$ cat src/rtl/mem_stage_sram_ctrl.sv
// MEM pipeline stage: sequences loads/stores against a fixed-latency single-port SRAM,
// stalls upstream via freeze while an access is in flight, and registers the MEM/WB outputs.
module mem_stage_sram_ctrl #(
  parameter int unsigned ADDR_W      = 17,
  parameter int unsigned WAIT_CYCLES = 5,
  parameter int unsigned BASE_ADDR   = 1024
) (
  input  logic              clk,
  input  logic              rst,
  input  logic              wb_en_in,
  input  logic              mem_r_en_in,
  input  logic              mem_w_en_in,
  input  logic [31:0]       alu_result_in,
  input  logic [31:0]       val_rm_in,
  input  logic [3:0]        dest_in,
  output logic              freeze,
  output logic              wb_en_out,
  output logic              mem_r_en_out,
  output logic [31:0]       alu_result_out,
  output logic [31:0]       mem_data_out,
  output logic [3:0]        dest_out,
  output logic [ADDR_W-1:0] sram_addr,
  output logic [31:0]       sram_wdata,
  output logic              sram_we_n,
  input  logic [31:0]       sram_rdata
);

  localparam int unsigned CNT_W = (WAIT_CYCLES > 1) ? $clog2(WAIT_CYCLES) : 1;

  typedef enum logic [1:0] {
    ST_IDLE   = 2'd0,
    ST_ACCESS = 2'd1,
    ST_DONE   = 2'd2
  } state_t;

  state_t           state_q, state_d;
  logic [CNT_W-1:0] cnt_q, cnt_d;
  logic             store_q, store_d;
  logic             load_q, load_d;
  logic [31:0]      rdata_q, rdata_d;
  logic             wb_en_q, wb_en_d;
  logic             mem_r_en_q, mem_r_en_d;
  logic [31:0]      alu_result_q, alu_result_d;
  logic [31:0]      mem_data_q, mem_data_d;
  logic [3:0]       dest_q, dest_d;
  logic             req_c;
  logic             freeze_c;
  logic             we_n_c;

  // Word address relative to the SRAM window; wraps silently outside it.
  assign sram_addr  = ADDR_W'((alu_result_in - 32'(BASE_ADDR)) >> 2);
  assign sram_wdata = val_rm_in;

  always_comb begin
    state_d      = state_q;
    cnt_d        = cnt_q;
    store_d      = store_q;
    load_d       = load_q;
    rdata_d      = rdata_q;
    wb_en_d      = 1'b0;
    mem_r_en_d   = 1'b0;
    alu_result_d = alu_result_q;
    mem_data_d   = mem_data_q;
    dest_d       = dest_q;
    freeze_c     = 1'b0;
    we_n_c       = 1'b1;
    req_c        = mem_r_en_in | mem_w_en_in;

    case (state_q)
      ST_IDLE: begin
        if (req_c) begin
          state_d  = ST_ACCESS;
          cnt_d    = '0;
          store_d  = mem_w_en_in;
          load_d   = mem_r_en_in & ~mem_w_en_in;
          freeze_c = 1'b1;
        end
      end
      ST_ACCESS: begin
        freeze_c = 1'b1;
        we_n_c   = ~store_q;
        cnt_d    = cnt_q + 1'b1;
        if (cnt_q == CNT_W'(WAIT_CYCLES - 1)) begin
          state_d = ST_DONE;
          cnt_d   = '0;
          if (load_q) rdata_d = sram_rdata;
        end
      end
      ST_DONE: state_d = ST_IDLE;
      default: state_d = ST_IDLE;
    endcase

    // MEM/WB register: a stalled cycle becomes a bubble, so each op writes back once.
    if (!freeze_c) begin
      wb_en_d      = wb_en_in;
      mem_r_en_d   = mem_r_en_in;
      alu_result_d = alu_result_in;
      dest_d       = dest_in;
      mem_data_d   = rdata_q;
    end
  end

  always_ff @(posedge clk) begin
    if (rst) begin
      state_q      <= ST_IDLE;
      cnt_q        <= '0;
      store_q      <= 1'b0;
      load_q       <= 1'b0;
      rdata_q      <= '0;
      wb_en_q      <= 1'b0;
      mem_r_en_q   <= 1'b0;
      alu_result_q <= '0;
      mem_data_q   <= '0;
      dest_q       <= '0;
    end else begin
      state_q      <= state_d;
      cnt_q        <= cnt_d;
      store_q      <= store_d;
      load_q       <= load_d;
      rdata_q      <= rdata_d;
      wb_en_q      <= wb_en_d;
      mem_r_en_q   <= mem_r_en_d;
      alu_result_q <= alu_result_d;
      mem_data_q   <= mem_data_d;
      dest_q       <= dest_d;
    end
  end

  assign freeze         = freeze_c;
  assign sram_we_n      = we_n_c;
  assign wb_en_out      = wb_en_q;
  assign mem_r_en_out   = mem_r_en_q;
  assign alu_result_out = alu_result_q;
  assign mem_data_out   = mem_data_q;
  assign dest_out       = dest_q;

endmodule
$ cat config.mk
export PLATFORM = sky130hd
export DESIGN_NAME = mem_stage_sram_ctrl
export DESIGN_NICKNAME = d
export VERILOG_FILES = /design/src/rtl/mem_stage_sram_ctrl.sv
export SDC_FILE = /design/constraint.sdc
export NUM_CORES = 1
export LEC_CHECK = 0
export BUFFER_PORTS_ARGS = -buffer_cell sky130_fd_sc_hd__buf_2
export CORE_MARGIN = 1.5
export CORE_UTILIZATION = 30
export CTS_CLUSTER_SIZE = 8
export DETAILED_ROUTE_END_ITERATION = 10
export PLACE_DENSITY = 0.57
export REMOVE_ABC_BUFFERS = 1
export SYNTH_ARGS = -nofsm -noshare
export SYNTH_HDL_FRONTEND = slang
export SYNTH_SLANG_ARGS = --single-unit
$ cat constraint.sdc
create_clock -name clk -period 1.91 [get_ports clk]
set_input_delay 0.2865 -clock clk [delete_from_list [all_inputs] [get_ports clk]]
set_output_delay 0.2865 -clock clk [all_outputs]
set_load 0.03 [all_outputs]
### Yosys cells after proc, flatten, opt, wreduce, memory -nomap -nowiden

Index checks and enable logic that the tools add are counted.

* register bits after elaboration: 109
* bits in latches: 0
* bits in writable memories: 0
* memory bits (read-only): 0
* input port bits: 105
* output and inout port bits: 121
* logic and storage cells: 36
* memories kept: 0

* add/sub/neg operators: 2
* multipliers: 0
* divide/modulo/power cells: 0
* magnitude comparators: 0
* eq/ne operators: 4
* shift operators: 0
* muxes and demuxes: 9
* bitwise logic cells: 4
* reduce and logical (&&, ||, !) cells: 7

Operator list (count)
* subtractor 19 x 11 -> 19 bit (second input constant): 1
* two-way mux 3 bit: 2
* case mux 3 bit (2 select lines): 1
* AND reduction 2 bit: 3
* two-way mux 2 bit: 2
* inequality test 2 bit (second input constant): 2
* case mux 2 bit (2 select lines): 1
* adder 3 x 1 -> 3 bit (second input constant): 1
* equality test 3 bit (second input constant): 1
* AND reduction 3 bit: 1
* equality test 2 x 1 -> 1 bit (second input constant): 1
* zero test 2 bit: 1
* two-way mux 1 bit: 2
* NOT 1 bit: 2
* case mux 1 bit (2 select lines): 1
* nonzero test 2 bit: 1
* OR reduction 2 bit: 1
* AND 1 bit: 1
* bitwise OR 1 bit: 1

### Depth between registers and ports, before layout

Gate-level depths: netlist (run 1).

* depth in word-level cells: 4
* gate-level depth with buffers: 7
* depth with buffers taken out: 5

### Worst setup path before layout (run 1)

No wires, ideal clock.

* path kind: input to output
* from: input alu_result_in[10]
* to: output sram_addr[13]
* data arrival time: 1446 ps
* path slack: 177 ps
* cell stages on the path: 3
* path buffers: 0
* cell sequence: or4_1 > nor2_1 > xor2_1

* cells in the longest elaborated chain, start to end: 1

RTL lines
* start: declaration: line 13 `input logic [31:0] alu_result_in,`
* subtractor 19 x 11 -> 19 bit: line 51 `assign sram_addr = ADDR_W'((alu_result_in - 32'(BASE_ADDR)) >> 2);`
* end: declaration: line 22 `output logic [ADDR_W-1:0] sram_addr,`

Every way passes these cells.

### Worst setup path after layout (run 1)

Same ends and word-level chain as after synthesis.

==> flow_summary.toml, run 1 <==
[timing]
finalHoldViolations = 0
layout_min_cycle_time_ns = 1.72
hold_slack_ns = 0.159
rsz0062_at_grt = "no"
fin_skew_ns = 0.00729
maxSlewHeadroom = 0.637
min_period_over_period = 0.902
setup_viol = 0
worst_pin_slew_ns = 0.544
drv_slew = 0
max_clock_freq_mhz = 581

[worst_setup_path]
crit_required_ns = 1.62
critPathMaxFanout = 5
cp-end-kind = "primary output"
critPathLaunchType = "primary input"
arrival_ns = 1.44
critical_path_class = "in -> out"

[power]
vdd_drop_max_mv = 0.398
powerDensity_nw_per_um2 = 812
cellLeakagePower_nw = 2.89

[layout]
nNetsFinal = 721
drive_above_1_share = 0.305
final_util = 0.368
layout_commonest_cell = "nand2b_1"
finalInstanceArea_um2 = 6080
final_cell_mix = "nand2b_1 (168), buf_2 (160), dfxtp_1 (109)"
n_antenna_cell = 0
area_growth_pct = 20.0

[global_routing]
groute.usage.overall = 0.131
grt_max_degree = 178
grt_pass1_wl_um = 18100
grt_pass1_vias = 3620
grt_overflow = 0
antenna_found_initial = 0

[cts]
clk_latency_ns = 0.35
ctsHoldBuffers = 0
ctsResizeCount = 0
clk_path_buf_depth = 2
cts.htree.levels = 3
cts.sinks = 109
cts-root-buf = "clkbuf_16"
tritoncts = "yes"
clkSlewWorstSetupHoldPaths_ns = 0.07
cts_made_buffers = 9

[detailed_routing]
dr.pass1.iters = 6
vias_per_cell = 4.35
ant_nets = 0
drt_wl_total_um = 11700
drc_errors = 0
avgRoutedWirePerCell_um = 14.0
dr.first_iter.drc_count = 111
num_vias = 3642

[place]
gp_congestion = 0.739
hpwl_um = 7940
port_buffers = 161
placed_cell_area_um2 = 5750

[yosys]
yosysTopAreaCellShare = 0.430
synthDistinctLibCells = 28
synthTopCellsByArea = "dfxtp_1 (43%), nand2b_1 (21%), mux2i_1 (20%), buf_4 (5.9%), buf_12 (1.6%)"
netlist_area_um2 = 5070
yosysTopAreaCell = "dfxtp_1"
seq_area_frac_synth = 0.430
avgSynthCellArea_um2 = 10.1
syn_inst = 504
synth_seq_cells = 109
yosysWarnings = 0

[floorplanning]
initial_utilization = 0.307
dieHeight_um = 133
core_um2 = 16500
core.rowCount = 47
die_w_um = 133
fp.dieArea_um2 = 17700
io_pins = 226

[worst_hold_path]
hp-class = "in -> reg"

[outcome]
outcome = "completed"

[flow_run]
maxCapViolCount = 0
-- state kept, by name, summed over array words and instances, names as in the netlist --
signal / flops
rdata_q: 32
wb_en_out: 1
alu_result_out: 32
cnt_q: 3
state_q: 2
mem_r_en_out: 1
store_q: 1
dest_out: 4
mem_data_out: 32
load_q: 1
-- routing by layer --
metal | wire (um) | share of wire | up-vias | GRT usage
met5 | 49 | 0.0042 | - | 0.0222
met4 | 187 | 0.016 | 2 | 0.0556
met3 | 1040 | 0.089 | 13 | 0.0571
met2 | 4990 | 0.43 | 144 | 0.198
met1 | 5420 | 0.46 | 1678 | 0.162
li1 | - | - | 1805 | -
-- cell type report --
cell class / instances / area [um2]
multi-input combinational: 318 / 2370
fill: 1683 / 10400
timing repair buffer: 170 / 926
sequential: 109 / 2180
clock inverter: 4 / 72.6
clock buffer: 11 / 243
inverter: 5 / 18.8
tap: 220 / 275
-- power breakdown --
group	switching, W	internal [W]
clock network	0.000829	0.00118
logic	0.000336	0.000255
registers	0.0000224	0.00232
-- cells in the mapped netlist --
| master | instances |
|---|---|
| o21ai_0 | 3 |
| a21oi_1 | 6 |
| a21bo_2 | 1 |
| dfxtp_1 | 109 |
| a311oi_1 | 1 |
| nand2_1 | 10 |
| nor4_1 | 1 |
| buf_12 | 4 |
| nor3b_1 | 2 |
| clkbuf_1 | 19 |
| buf_4 | 40 |
| nor2_2 | 1 |
| buf_2 | 7 |
| nor2_1 | 6 |
| nor2b_2 | 1 |
| ha_1 | 3 |
| nor3_1 | 2 |
| o31ai_1 | 1 |
| mux2i_1 | 100 |
| or4_1 | 1 |
| and4_4 | 1 |
| xor2_1 | 2 |
| buf_6 | 2 |
| a211oi_1 | 1 |
| xnor2_1 | 4 |
| inv_1 | 5 |
| nand2b_1 | 168 |
| nand3_1 | 3 |
-- stage by stage --
stage                     setup slack (ns)  TNS, ns  cells  total power [W]
after floorplan                      -1.76  -117.98    432          0.00274
after global placement               0.177        0    820          0.00297
after detailed placement             0.188        0    820          0.00299
after CTS                            0.166        0    837          0.00505
after global routing                0.0699        0    837          0.00516
final                                0.188        0    837          0.00494
-- cell families (layout without fill, tap and decap cells) --
group           count (synthesis)  after routing  synth area share
flops                         109            109             0.430
buf+inv                        77            190             0.104
xor+xnor                        6              6            0.0104
mux                           100            100             0.197
fa+ha+maj                       3              3           0.00740
compound gates                 13             13            0.0155
simple gates                  196            196             0.235
-- what timing repair did --
item                                   4_1_cts  5_1_grt
endpoints found under the hold margin        0        0
buffers inserted                             2        0
setup endpoints to repair                    1        0
-- path summary, 6_finish.rpt --
check,start,to,slack [ns],depth (start not counted)
max reg2reg,state_q[0],cnt_q[2],0.31,5
min reg2reg,dest_out[2],dest_out[2],0.47,2
min,mem_w_en_in,load_q,0.16,2
max,alu_result_in[10],sram_addr[13],0.19,5
-- critical path: stages --
cell and delay (ns):
buf_2 0.13, or4_1 0.54, nor2_1 0.13, xor2_1 0.14, buf_2 0.21
No activity file was read; power rests on OpenSTA's default activity.
==> inputs of run 2 (changes only) <==
--- a/config.mk
+++ b/config.mk
@@ -5,12 +5,13 @@
 export SDC_FILE = /design/constraint.sdc
 export NUM_CORES = 1
 export LEC_CHECK = 0
+export ABC_AREA = 1
 export BUFFER_PORTS_ARGS = -buffer_cell sky130_fd_sc_hd__buf_2
 export CORE_MARGIN = 1.5
 export CORE_UTILIZATION = 30
 export CTS_CLUSTER_SIZE = 8
 export DETAILED_ROUTE_END_ITERATION = 10
-export PLACE_DENSITY = 0.57
+export PLACE_DENSITY = 0.58
 export REMOVE_ABC_BUFFERS = 1
 export SYNTH_ARGS = -nofsm -noshare
 export SYNTH_HDL_FRONTEND = slang
==> flow_summary.toml, run 2 <==
[worst_setup_path]
crit_family = "simple AND/OR/NAND/NOR gates"
crit_buf_inv = 1
crit_required_ns = 1.62
slowest_delay_ns = 0.35
crit_chain = "nor2_2 -> nand2_4 -> nand2_1 -> buf_2"
cp-end-kind = "primary output"
critical_path_class = "reg -> out"
critical-path-slowest-cell = "dfxtp_1"
critPathLaunchType = "flop"
critPathMaxFanout = 17
arrival_ns = 1.50

[outcome]
outcome = "completed"

[yosys]
synth_common_cells = "nor2_1 (144), dfxtp_1 (109), nand2_1 (87)"
synthTopCellsByArea = "dfxtp_1 (45%), nor2_1 (11%), nand3b_1 (9.4%), a21oi_1 (7.6%), buf_4 (7.3%)"
synth_xor_xnor_area_share = 0.00901
synthDistinctLibCells = 20
yosysWarnings = 0
synth_edf_count = 0
synth_top_family_by_area = "simple AND/OR/NAND/NOR gates"
synthAdderAreaFrac = 0.00772
avgSynthCellArea_um2 = 7.52
netlist_area_um2 = 4860
synth_seq_cells = 109
yosysMostFrequentCell = "nor2_1"
ys_async_sr_fraction = 0
synthMuxAreaShare = 0
yosysTopAreaCell = "dfxtp_1"
yosysTopAreaCellShare = 0.449
seq_area_frac_synth = 0.449
syn_inst = 646
synthFlopType = "dfxtp_1"
synth_simple_gate_area_share = 0.294
synth-compound-area-share = 0.111

[place]
gp_congestion = 0.718
hpwl_um = 8520
place_ws_ns = 0.301
port_buffers = 161
placedCellCount = 947

[layout]
layout.cells.non_filler = 963
seqCellArea_um2 = 2180
n_antenna_cell = 0
area_growth_pct = 20.3
fillers = 1718
layout_commonest_cell = "buf_2"
multi_input_area_um2 = 2060
final_cell_mix = "buf_2 (161), nor2_1 (144), dfxtp_1 (109)"
drive_above_1_share = 0.260
nNetsFinal = 850

[detailed_routing]
ant_nets = 0
drc_errors = 0
num_vias = 4352
vias_per_cell = 4.52
dr.first_iter.drc_count = 162
drt_wl_total_um = 12900
dr.pass1.iters = 4
avgRoutedWirePerCell_um = 13.4

[cts]
cts_made_buffers = 9
ctsHoldBuffers = 0
tritoncts = "yes"
clkSlewWorstSetupHoldPaths_ns = 0.07
cts.htree.levels = 3
cts.sinks = 109
cts-root-buf = "clkbuf_16"
ctsResizeCount = 0
post_cts_buffers = 0
clk_latency_ns = 0.35
clk_path_buf_depth = 2

[worst_hold_path]
hp-class = "in -> reg"

[timing]
rsz0062_at_grt = "no"
finalHoldViolations = 0
hold_slack_ns = 0.182
min_period_over_period = 0.937
worst_pin_slew_ns = 0.585
fin_skew_ns = 0.00711
setup_viol = 0
layout_min_cycle_time_ns = 1.79
max_clock_freq_mhz = 559
fin_ws_ns = 0.121
drv_slew = 0
maxSlewHeadroom = 0.609

[floorplanning]
die_w_um = 130
initial_utilization = 0.307
core_um2 = 15800
fp.dieArea_um2 = 17000
dieHeight_um = 130
io_pins = 226
core.rowCount = 46

[power]
powerDensity_nw_per_um2 = 963
vdd_drop_max_mv = 0.514
power_w = 0.00563
cellLeakagePower_nw = 2.73

[global_routing]
grt_overflow = 0
groute.usage.overall = 0.146
grt_pass1_vias = 3681
antenna_found_initial = 2
grt_pass1_wl_um = 19000
grt_max_degree = 68

[flow_run]
maxCapViolCount = 0
[run 2: final timing paths]
kind            endpoint  slack [ns]     startpoint  cells after the start
max               freeze        0.12     state_q[0]                      4
min           rdata_q[8]        0.18  sram_rdata[8]                      3
max reg2reg  rdata_q[17]        0.38       cnt_q[0]                      8
min reg2reg      store_q        0.47        store_q                      2
[run 2: cell families after synthesis]
kind of cell | Yosys count
XOR/XNOR | 5
AO/OA/AOI/OAI | 108
AND/OR/NAND/NOR | 311
adder cells (fa/ha/maj) | 3
buffers and inverters | 110
flip-flops | 109
[run 2: per-layer routing]
layer | up-vias | share of wire | track usage
met3 | 15 | 0.10 | 0.0672
met2 | 154 | 0.40 | 0.209
met1 | 1946 | 0.48 | 0.187
li1 | 2233 | - | -
met5 | - | 0.0033 | 0.0265
met4 | 4 | 0.014 | 0.0549
[run 2: where the power goes]
group,switching (W),internal [W],leakage (nW)
clock,0.000849,0.000952,0.138
combinational,0.000877,0.000435,1.70
sequential,0.0000819,0.00244,0.893
[run 2: area by class of cell]
cell class	instances	area share
sequential	109	0.373
multi-input combinational	427	0.352
timing repair buffer	173	0.166
tap	216	0.0462
clock buffer	12	0.0439
inverter	22	0.0143
clock inverter	4	0.00385
[run 2: metrics by stage]
stage / cell area, um2 / TNS [ns] / util
after CTS: 5850 / 0 / 0.369
after floorplan: 4320 / -15.14 / -
after global routing: 5850 / 0 / 0.369
after detailed placement: 5570 / 0 / 0.352
final: 5850 / 0 / 0.369
after global placement: 5570 / 0 / 0.352
[run 2: worst min-delay path: cells and delay by family]
kind / cells / cell delay [ns]
buf+inv: 1 / 0.07
compound gates: 1 / 0.07
simple gates: 1 / 0.07
